<file path="src/rtl/tqvp_htfab_vga_capture.sv">
// VGA thumbnail grabber: samples a 32x16 monochrome image from a pixel/hsync/vsync
// stream into a register buffer readable over the peripheral bus.
module tqvp_htfab_vga_capture #(
    parameter logic SYNC_POL = 1'b0
) (
    input  logic        clk,
    input  logic        rst,
    input  logic [7:0]  ui_in,
    output logic [7:0]  uo_out,
    input  logic [5:0]  address,
    input  logic [31:0] data_in,
    input  logic [1:0]  data_write_n,
    input  logic [1:0]  data_read_n,
    output logic [31:0] data_out,
    output logic        data_ready,
    output logic        user_interrupt
);

    typedef enum logic [1:0] {ST_IDLE, ST_WAIT_VS, ST_CAPTURE} state_t;

    localparam logic [31:0] CFG_RST = {6'd30, 10'd33, 8'd50, 8'd122};

    state_t             state_q, state_d;
    logic [31:0]        cfg_q;
    logic [2:0]         ui_q;
    logic [15:0][31:0]  buf_q;
    logic [9:0]         line_cnt_q, line_cnt_d;
    logic [10:0]        target_q, target_d;
    logic [3:0]         row_q, row_d;
    logic               samp_q, samp_d;
    logic [5:0]         smp_n_q, smp_n_d;
    logic [7:0]         tmr_q, tmr_d;
    logic [31:0]        shift_q, shift_d;
    logic               store_q, store_d;
    logic               cont_q, cont_d;
    logic               done_q, done_d;
    logic               err_q, err_d;
    logic [31:0]        data_out_q;
    logic               data_ready_q;

    logic               wr_en;
    logic [3:0]         wr_row;
    logic [31:0]        wr_data;
    logic               frame_start, frame_end;
    logic [9:0]         cnt_next;
    logic [10:0]        tgt_eff;

    logic [7:0]         h_start, pix_div;
    logic [9:0]         v_start;
    logic [5:0]         v_step;
    assign h_start = cfg_q[7:0];
    assign pix_div = cfg_q[15:8];
    assign v_start = cfg_q[25:16];
    assign v_step  = (cfg_q[31:26] == 6'd0) ? 6'd1 : cfg_q[31:26];

    // Edges compare the live input against the single registered copy.
    logic hs_act, vs_act, hs_act_q, vs_act_q, hs_edge, vs_edge, pix_bit;
    assign hs_act   = (ui_in[1] == SYNC_POL);
    assign vs_act   = (ui_in[2] == SYNC_POL);
    assign hs_act_q = (ui_q[1] == SYNC_POL);
    assign vs_act_q = (ui_q[2] == SYNC_POL);
    assign hs_edge  = hs_act_q & ~hs_act;
    assign vs_edge  = vs_act_q & ~vs_act;
    assign pix_bit  = ui_q[0] & ~hs_act_q & ~vs_act_q;

    logic wr_cfg, wr_cmd, rd_req, rd_word;
    logic cmd_arm_s, cmd_arm_c, cmd_abort, cmd_clr;
    assign wr_cfg    = (data_write_n == 2'b10);
    assign wr_cmd    = (data_write_n == 2'b00);
    assign rd_req    = (data_read_n != 2'b11);
    assign rd_word   = (data_read_n == 2'b10);
    assign cmd_arm_s = wr_cmd & data_in[0];
    assign cmd_arm_c = wr_cmd & data_in[1];
    assign cmd_abort = wr_cmd & data_in[2];
    assign cmd_clr   = wr_cmd & data_in[3];

    logic [31:0] status;
    assign status = {28'd0, err_q, done_q, (state_q != ST_IDLE), cont_q};

    always_comb begin
        state_d     = state_q;
        line_cnt_d  = line_cnt_q;
        target_d    = target_q;
        row_d       = row_q;
        samp_d      = samp_q;
        smp_n_d     = smp_n_q;
        tmr_d       = tmr_q;
        shift_d     = shift_q;
        store_d     = 1'b0;
        cont_d      = cont_q;
        done_d      = done_q;
        err_d       = err_q;
        wr_en       = 1'b0;
        wr_row      = row_q;
        wr_data     = '0;
        frame_start = 1'b0;
        frame_end   = 1'b0;
        cnt_next    = line_cnt_q;
        tgt_eff     = target_q;

        if (cmd_clr) begin
            done_d = 1'b0;
            err_d  = 1'b0;
        end

        case (state_q)
            ST_IDLE: begin
                if (cmd_arm_s || cmd_arm_c) begin
                    state_d = ST_WAIT_VS;
                    cont_d  = cmd_arm_c;
                end
            end
            ST_WAIT_VS: begin
                if (!cmd_abort && vs_edge) begin
                    state_d     = ST_CAPTURE;
                    frame_start = 1'b1;
                end
            end
            ST_CAPTURE: if (!cmd_abort) begin
                // A new line cutting a row short takes priority over its next sample.
                if (hs_edge && samp_q) begin
                    samp_d = 1'b0;
                end else if (samp_q) begin
                    if (tmr_q == 8'd0) begin
                        shift_d = {pix_bit, shift_q[31:1]};
                        smp_n_d = smp_n_q + 6'd1;
                        tmr_d   = pix_div;
                        if (smp_n_q == 6'd31) begin
                            samp_d  = 1'b0;
                            store_d = 1'b1;
                        end
                    end else begin
                        tmr_d = tmr_q - 8'd1;
                    end
                end

                if (store_q || (hs_edge && samp_q)) begin
                    wr_en    = 1'b1;
                    wr_data  = store_q ? shift_q : (shift_q >> (6'd32 - smp_n_q));
                    row_d    = row_q + 4'd1;
                    tgt_eff  = target_q + {5'd0, v_step};
                    target_d = tgt_eff;
                    if (row_q == 4'd15) begin
                        frame_end = 1'b1;
                        done_d    = 1'b1;
                        samp_d    = 1'b0;
                        state_d   = cont_q ? ST_WAIT_VS : ST_IDLE;
                    end
                end

                if (!frame_end) begin
                    if (vs_edge) begin
                        err_d = 1'b1;
                        if (cont_q) begin
                            frame_start = 1'b1;
                        end else begin
                            state_d = ST_IDLE;
                            samp_d  = 1'b0;
                        end
                    end else if (hs_edge) begin
                        cnt_next   = (line_cnt_q == 10'h3FF) ? line_cnt_q : line_cnt_q + 10'd1;
                        line_cnt_d = cnt_next;
                        if ({1'b0, cnt_next} == tgt_eff) begin
                            samp_d  = 1'b1;
                            smp_n_d = 6'd0;
                            tmr_d   = h_start;
                        end
                    end
                end
            end
            default: state_d = ST_IDLE;
        endcase

        // Line 0 starts at the vsync release itself.
        if (frame_start) begin
            line_cnt_d = 10'd0;
            row_d      = 4'd0;
            target_d   = {1'b0, v_start};
            samp_d     = (v_start == 10'd0);
            smp_n_d    = 6'd0;
            tmr_d      = h_start;
            store_d    = 1'b0;
        end

        if (cmd_abort) begin
            state_d = ST_IDLE;
            samp_d  = 1'b0;
            store_d = 1'b0;
            cont_d  = 1'b0;
        end
    end

    always_ff @(posedge clk or posedge rst) begin
        if (rst) begin
            state_q    <= ST_IDLE;
            ui_q       <= {~SYNC_POL, ~SYNC_POL, 1'b0};
            line_cnt_q <= '0;
            target_q   <= '0;
            row_q      <= '0;
            samp_q     <= 1'b0;
            smp_n_q    <= '0;
            tmr_q      <= '0;
            shift_q    <= '0;
            store_q    <= 1'b0;
            cont_q     <= 1'b0;
            done_q     <= 1'b0;
            err_q      <= 1'b0;
        end else begin
            state_q    <= state_d;
            ui_q       <= ui_in[2:0];
            line_cnt_q <= line_cnt_d;
            target_q   <= target_d;
            row_q      <= row_d;
            samp_q     <= samp_d;
            smp_n_q    <= smp_n_d;
            tmr_q      <= tmr_d;
            shift_q    <= shift_d;
            store_q    <= store_d;
            cont_q     <= cont_d;
            done_q     <= done_d;
            err_q      <= err_d;
        end
    end

    always_ff @(posedge clk or posedge rst) begin
        if (rst) begin
            cfg_q <= CFG_RST;
        end else if (wr_cfg) begin
            cfg_q <= data_in;
        end
    end

    always_ff @(posedge clk or posedge rst) begin
        if (rst) begin
            buf_q <= '0;
        end else if (wr_en) begin
            buf_q[wr_row] <= wr_data;
        end
    end

    // Read data is taken before this cycle's store lands, so a colliding read sees the old row.
    always_ff @(posedge clk or posedge rst) begin
        if (rst) begin
            data_out_q   <= '0;
            data_ready_q <= 1'b0;
        end else begin
            data_ready_q <= rd_req;
            if (rd_req) begin
                data_out_q <= rd_word ? buf_q[address[5:2]] : status;
            end
        end
    end

    assign data_out       = data_out_q;
    assign data_ready     = data_ready_q;
    assign user_interrupt = done_q;
    assign uo_out         = 8'd0;

    logic unused_ok;
    assign unused_ok = &{1'b0, ui_in[7:3], address[1:0]};

endmodule

</file>
<file path="config.mk">
export PLATFORM = sky130hd
export DESIGN_NAME = tqvp_htfab_vga_capture
export DESIGN_NICKNAME = d
export VERILOG_FILES = /design/src/rtl/tqvp_htfab_vga_capture.sv
export SDC_FILE = /design/constraint.sdc
export NUM_CORES = 2
export LEC_CHECK = 0
export CORE_MARGIN = 2
export CORE_UTILIZATION = 50
export DETAILED_ROUTE_END_ITERATION = 12
export PLACE_DENSITY_LB_ADDON = 0.3
export SLEW_MARGIN = 30
export SYNTH_ARGS = -nofsm -noshare
export SYNTH_HDL_FRONTEND = slang
export SYNTH_SLANG_ARGS = --single-unit
</file>
<file path="constraint.sdc">
create_clock -name clk -period 63.4 [get_ports clk]
set_clock_uncertainty 0.15 [all_clocks]
set_input_delay 6.34 -clock clk [delete_from_list [all_inputs] [get_ports clk]]
set_output_delay 6.34 -clock clk [all_outputs]
set_load 0.01 [all_outputs]
</file>
Word level (Yosys, flattened, before mapping)
Index checks and enable logic that the tools add are counted.
{"block": "classes", "n_addsub": 6, "magnitude_cmp": 3, "eq_ne": 14, "shifts": 1, "mux": 103, "bitwise": 12, "n_reduce_logical": 24}
{"operator": "$bwmux W512", "count": 1}
{"operator": "$mux W32", "count": 7}
{"operator": "$bmux W32 S4", "count": 1}
{"operator": "$demux W32 S4", "count": 1}
{"operator": "$mux W8", "count": 10}
{"operator": "$mux W10", "count": 7}
{"operator": "$mux W6", "count": 11}
{"operator": "$mux W1", "count": 47}
{"operator": "$mux W11", "count": 4}
{"operator": "$shr A32 B6 Y32", "count": 1}
{"operator": "$mux W2", "count": 8}
{"operator": "$mux W4", "count": 4}
{"operator": "$reduce_bool A2 Y1", "count": 6}
{"operator": "$add A11 B6 Y11", "count": 1}
{"operator": "$eq A10 B11 Y1", "count": 1}
{"operator": "$add A10 B1 Y10 const B", "count": 1}
{"operator": "$eq A10 B10 Y1 const B", "count": 1}
{"operator": "$logic_not A10 Y1", "count": 1}
{"operator": "$lt A4 B5 Y1 const B", "count": 2}
{"operator": "$reduce_and A5 Y1", "count": 2}
{"operator": "$and A1 B1 Y1", "count": 8}
{"operator": "$logic_not A8 Y1", "count": 1}
{"operator": "$ne A2 B2 Y1 const B", "count": 4}
{"operator": "$sub A8 B1 Y8 const B", "count": 1}
{"operator": "20 further kinds", "count": 32}
{"block": "totals", "register_bits": 658, "inputBits": 52, "out_inout_bits": 42, "word_cells": 195}

Logic depth before layout (Yosys ltp)
{"block": "logic_depth", "word_depth": 15, "ltp_mapped": 17, "ltp_nobuf": 14}

Worst setup path after synthesis
Ideal clock, no wire load.
{"block": "synth_path", "path_kind": "in2reg", "start": "input port address[2]", "end": "register data_out_q[1], in the netlist data_out[1]", "setup_time_ns": 0.134, "t_arrival_ns": 8.591, "t_required_ns": 63.116, "setup_slack_ns": 54.525, "stages": 6, "path_buffers": 2, "path_cell_list": "clkbuf_1 buf_1 mux4_2 mux4_2 mux2i_1 mux2i_1"}
{"block": "synth_via", "elab_chain_cells": 3}
{"element": "start: declaration", "line": "10", "text": "input logic [5:0] address,"}
{"element": "$bmux W32 S4", "line": "249", "text": "data_out_q <= rd_word ? buf_q[address[5:2]] : status;"}
{"element": "$mux W32 (not written as such)", "line": "249"}
{"element": "$mux W32", "line": "249"}
{"element": "end signal: assignment", "line": "249"}
{"element": "end: declaration", "line": "38", "text": "logic [31:0] data_out_q;"}
Every way passes these cells. The select of a mux whose other input is x is not followed.
A chain may end at the register's enable or synchronous reset.

Worst setup path in the final report
{"block": "layout_path", "start": "input port data_write_n[0]", "end": "register buf_q[374] (netlist bit)"}
{"block": "layout_via", "elab_chain_cells": 5, "word_cells_on_any_way": 7, "cone_classes": "5 x mux; 1 x bitwise; 1 x reduce/logical"}
{"element": "start: declaration", "line": "12", "text": "input logic [1:0] data_write_n,"}
{"element": "$logic_not A2 Y1 *", "line": "69", "text": "assign wr_cmd = (data_write_n == 2'b00);"}
{"element": "$and A1 B1 Y1 *", "line": "74", "text": "assign cmd_abort = wr_cmd & data_in[2];"}
{"element": "$mux W32", "line": "119", "text": "ST_CAPTURE: if (!cmd_abort) begin"}
{"element": "$mux W32", "line": "106", "text": "case (state_q)"}
{"element": "$bwmux W512", "line": "237", "text": "buf_q[wr_row] <= wr_data;"}
{"element": "end signal: indexed assignment", "line": "237"}
{"element": "end: declaration", "line": "26", "text": "logic [15:0][31:0] buf_q;"}
Mark *: on every way between the ends. The rest lies on a longest branch, timed or not.

==> summary.md <==
| Metric | Value |
|---|---|
| Routability cong. | `0.904` |
| Synthesis Warnings | `0` |
| First-pass GRT wire length | `124,000 um` |
| Commonest non-fill, non-tap cells in the layout | `641 x dfrtp_1, 453 x nand2_1, 326 x o21ai_0` |
| CTS tree | `yes` |
| Final Max Slew Viols | `0` |
| Post-Place Cells | `3,572` |
| Critical path's top delay family | `simple AND/OR/NAND/NOR gates` |
| Final std cells w/o fill | `3,703` |
| Pleak | `15.3 nW` |
| Share of layout cells above drive strength 1 | `0.164` |
| Initial Util | `0.503` |
| IO Pins | `94` |
| Max Root-Sink Buffers | `3` |
| Sw frac | `0.258` |
| PD cells | `29.6 nW/um2` |
| Final #Nets | `2,929` |
| Synth Flop Type | `dfrtp_1` |
| Die area | `63,900 um2` |
| Post-DP HPWL | `45,200 um` |
| Crit path arrival time | `10.39 ns` |
| GRT Total Usage | `0.249` |
| Largest net degree at the start of global routing | `194` |
| Detail Route Antenna Nets | `0` |
| R2r setup slk | `58.80 ns` |
| Post-Syn Area | `30,900 um2` |
| Via-to-Cell Ratio | `5.93` |
| Final Hold Vio Count | `0` |
| Combinational share of power | `0.130` |
| MaxCap Viol Count | `0` |
| Slew @ Worst Pin | `0.985 ns` |
| Relative slew slack | `0.343` |
| Num Clock Sinks | `658` |
| Worst Path Max Fanout | `38` |
| Status | `completed` |
| Most common cell after layout, fill and taps aside | `dfrtp_1` |
| Worst VDD drop | `21.2 uV` |
| Die Height | `253 um` |
| Wire per inst | `20.9 um` |
| Post-synth EDFFs | `0` |
| Post-synthesis sequential area ratio | `0.533` |
| DR pass1 iterations | `5` |
| Internal power | `0.000765 W` |
| Switching component of the power | `0.000266 W` |
| N_diodes | `0` |
| Worst Setup Start Kind | `primary input` |
| HP Class | `flip-flop to flip-flop` |
| Gate Count Post-Synth | `2,881` |
| Cts hold-fix bufs | `0` |
| Drc violations | `0` |
| Critical path class | `primary input to flip-flop` |
| Initial antenna violation count | `0` |
| Cells along the critical path | `clkdlybuf4s50_1 > nor2_1 > nand2_1 > and2_1 > nand2_1 > nor3b_1 > nand2_2 > buf_4 > nand2_1 > o21ai_0` |
| H-tree Lvls | `3` |
| Clk_lat worst skew | `0.62 ns` |
| Yosys cell types | `63` |
| GRT overflow | `0` |
| Clock network power share | `0.414` |
| Root buffer cell | `clkbuf_16` |
| Die X | `253 um` |
| CP dominant cell by count | `nand2_1` |
| Area grow syn2layout | `12.6%` |
| Via count | `21,966` |
| Fmax | `99.2 MHz` |
| Period utilisation layout | `0.159` |
| Total negative slack | `0 ns` |
| Endpoint type of the worst setup path | `flip-flop` |
| Syn_area_per_cell | `10.7 um2` |
| 1st-iter DRT viols | `1,916` |
| PostCTS Resize Cnt | `0` |
| Num CTS Buffers | `70` |
| Vias in the first global route | `22,249` |
| PortBufs | `78` |
| Synthesized flop and latch total | `658` |
| Crit path buf inv count | `2` |
| Fin crit period | `10.08 ns` |
| Drt total wl | `77,300 um` |
| Final setup vio count | `0` |
| Sequential Power Share | `0.456` |
| Worst path required time | `63.71 ns` |
| # Post-CTS Setup Buffers | `0` |
| Row count | `91` |
| Crit-path max cell delay | `0.69 ns` |
| Async SR Flop Fraction | `1.00` |
| Total core area | `61,500 um2` |
| RSZ-0062 raised after global routing | `no` |
| Slowest cell on the critical path | `and2_1` |
| Reg clk slew, reported paths | `0.06 ns` |
-- power by group through the flow --
stage                     logic (W)  registers [W]  clock network [W]
after global placement     0.000128       0.000475                  0
after detailed placement   0.000134       0.000477                  0
after floorplan            0.000103       0.000471                  0
after CTS                  0.000135       0.000470           0.000435
final                      0.000135       0.000470           0.000427
after global routing       0.000150       0.000474           0.000452
-- metrics by stage --
stage	hold slack [ns]	cell area, um2	util	power (W)	setup slack [ns]
6_report	0.325	34800	0.566	0.00103	53.32
5_1_grt	0.345	34800	0.566	0.00107	53.05
4_1_cts	0.328	34700	0.565	0.00104	53.36
3_5_place_dp	0.314	32300	0.525	0.000611	52.80
3_3_place_gp	0.306	32200	0.524	0.000603	52.83
2_1_floorplan	0.295	31000	-	0.000574	38.50
-- layer usage --
metal  global-route usage  wire [um]  up-vias
met5                    0          0        -
met4               0.0864       2340        0
met3               0.0505       5240      166
met2                0.406      37200      681
met1                0.336      32400    11051
li1                     -          -    10068
-- worst min-delay path: cells and delay by family (launching register included) --
family / cells / cell delay, ns
AND/OR/NAND/NOR: 1 / 0.04
flip-flops: 1 / 0.34
AO/OA/AOI/OAI: 1 / 0.06
-- final timing paths --
path | from | endpoint | cells after the start
min in group asynchronous | rst | cfg_q[23] | 2
worst min-delay path | buf_q[343] | buf_q[343] | 2
worst max register to register | cfg_q[28] | tmr_q[1] | 14
max in group asynchronous | rst | buf_q[298] | 5
worst max-delay path | data_write_n[0] | buf_q[374] | 10
worst min register to register | buf_q[343] | buf_q[343] | 2
-- synth_stat cells, drive strengths merged (2+ instances only) --
master	instances	area share
nand2	462	0.056
buf	40	0.0065
nor2	295	0.036
nand4	8	0.0016
a211oi	15	0.0036
and3	6	0.0012
inv	24	0.0029
mux4	175	0.13
or4	2	0.00049
and4	4	0.0011
o211ai	4	0.00097
a21oi	272	0.044
o21bai	3	0.00085
a21o	6	0.0015
nor2b	38	0.0077
o21a	3	0.00073
and3b	2	0.00057
a221oi	8	0.0023
mux2	67	0.024
or3	7	0.0014
nand4b	2	0.00057
nor4	8	0.0016
xnor2	12	0.0034
a31oi	13	0.0026
nor3	17	0.0028
nand3b	3	0.00073
nand3	14	0.0023
o22ai	4	0.00081
ha	18	0.0073
mux2i	71	0.023
nand2b	6	0.0012
xor2	17	0.0048
dfrtp	642	0.52
a311oi	2	0.00057
clkbuf	206	0.025
o21ai	326	0.053
dfstp	16	0.014
and2	14	0.0029
o2bb2a	7	0.0023
o31ai	6	0.0016
a22oi	20	0.0049
-- cells by family after synthesis --
group | synth area share
XOR/XNOR | 0.00821
other | 0.000121
buffers and inverters | 0.0344
AND/OR/NAND/NOR | 0.119
AO/OA/AOI/OAI | 0.123
adder cells (fa/ha/maj) | 0.00793
multiplexers | 0.175
flip-flops | 0.533
-- layout make-up --
cell class,count,area [um2]
clock buffer,106,2140
tap,790,988
timing repair buffer,144,1320
inverter,24,97.6
sequential,658,16500
multi-input combinational,1960,13500
fill,5108,26700
clock inverter,21,283
-- state kept, by name, indices dropped and copies added (netlist names) --
register	count
samp_q	1
line_cnt_q	10
err_q	1
cont_q	1
row_q	4
target_q	11
data_ready	1
cfg_q	32
ui_q	3
user_interrupt	1
tmr_q	8
state_q	2
buf_q	512
store_q	1
shift_q	32
data_out	32
smp_n_q	6
Power figures use the tool's default switching activity.
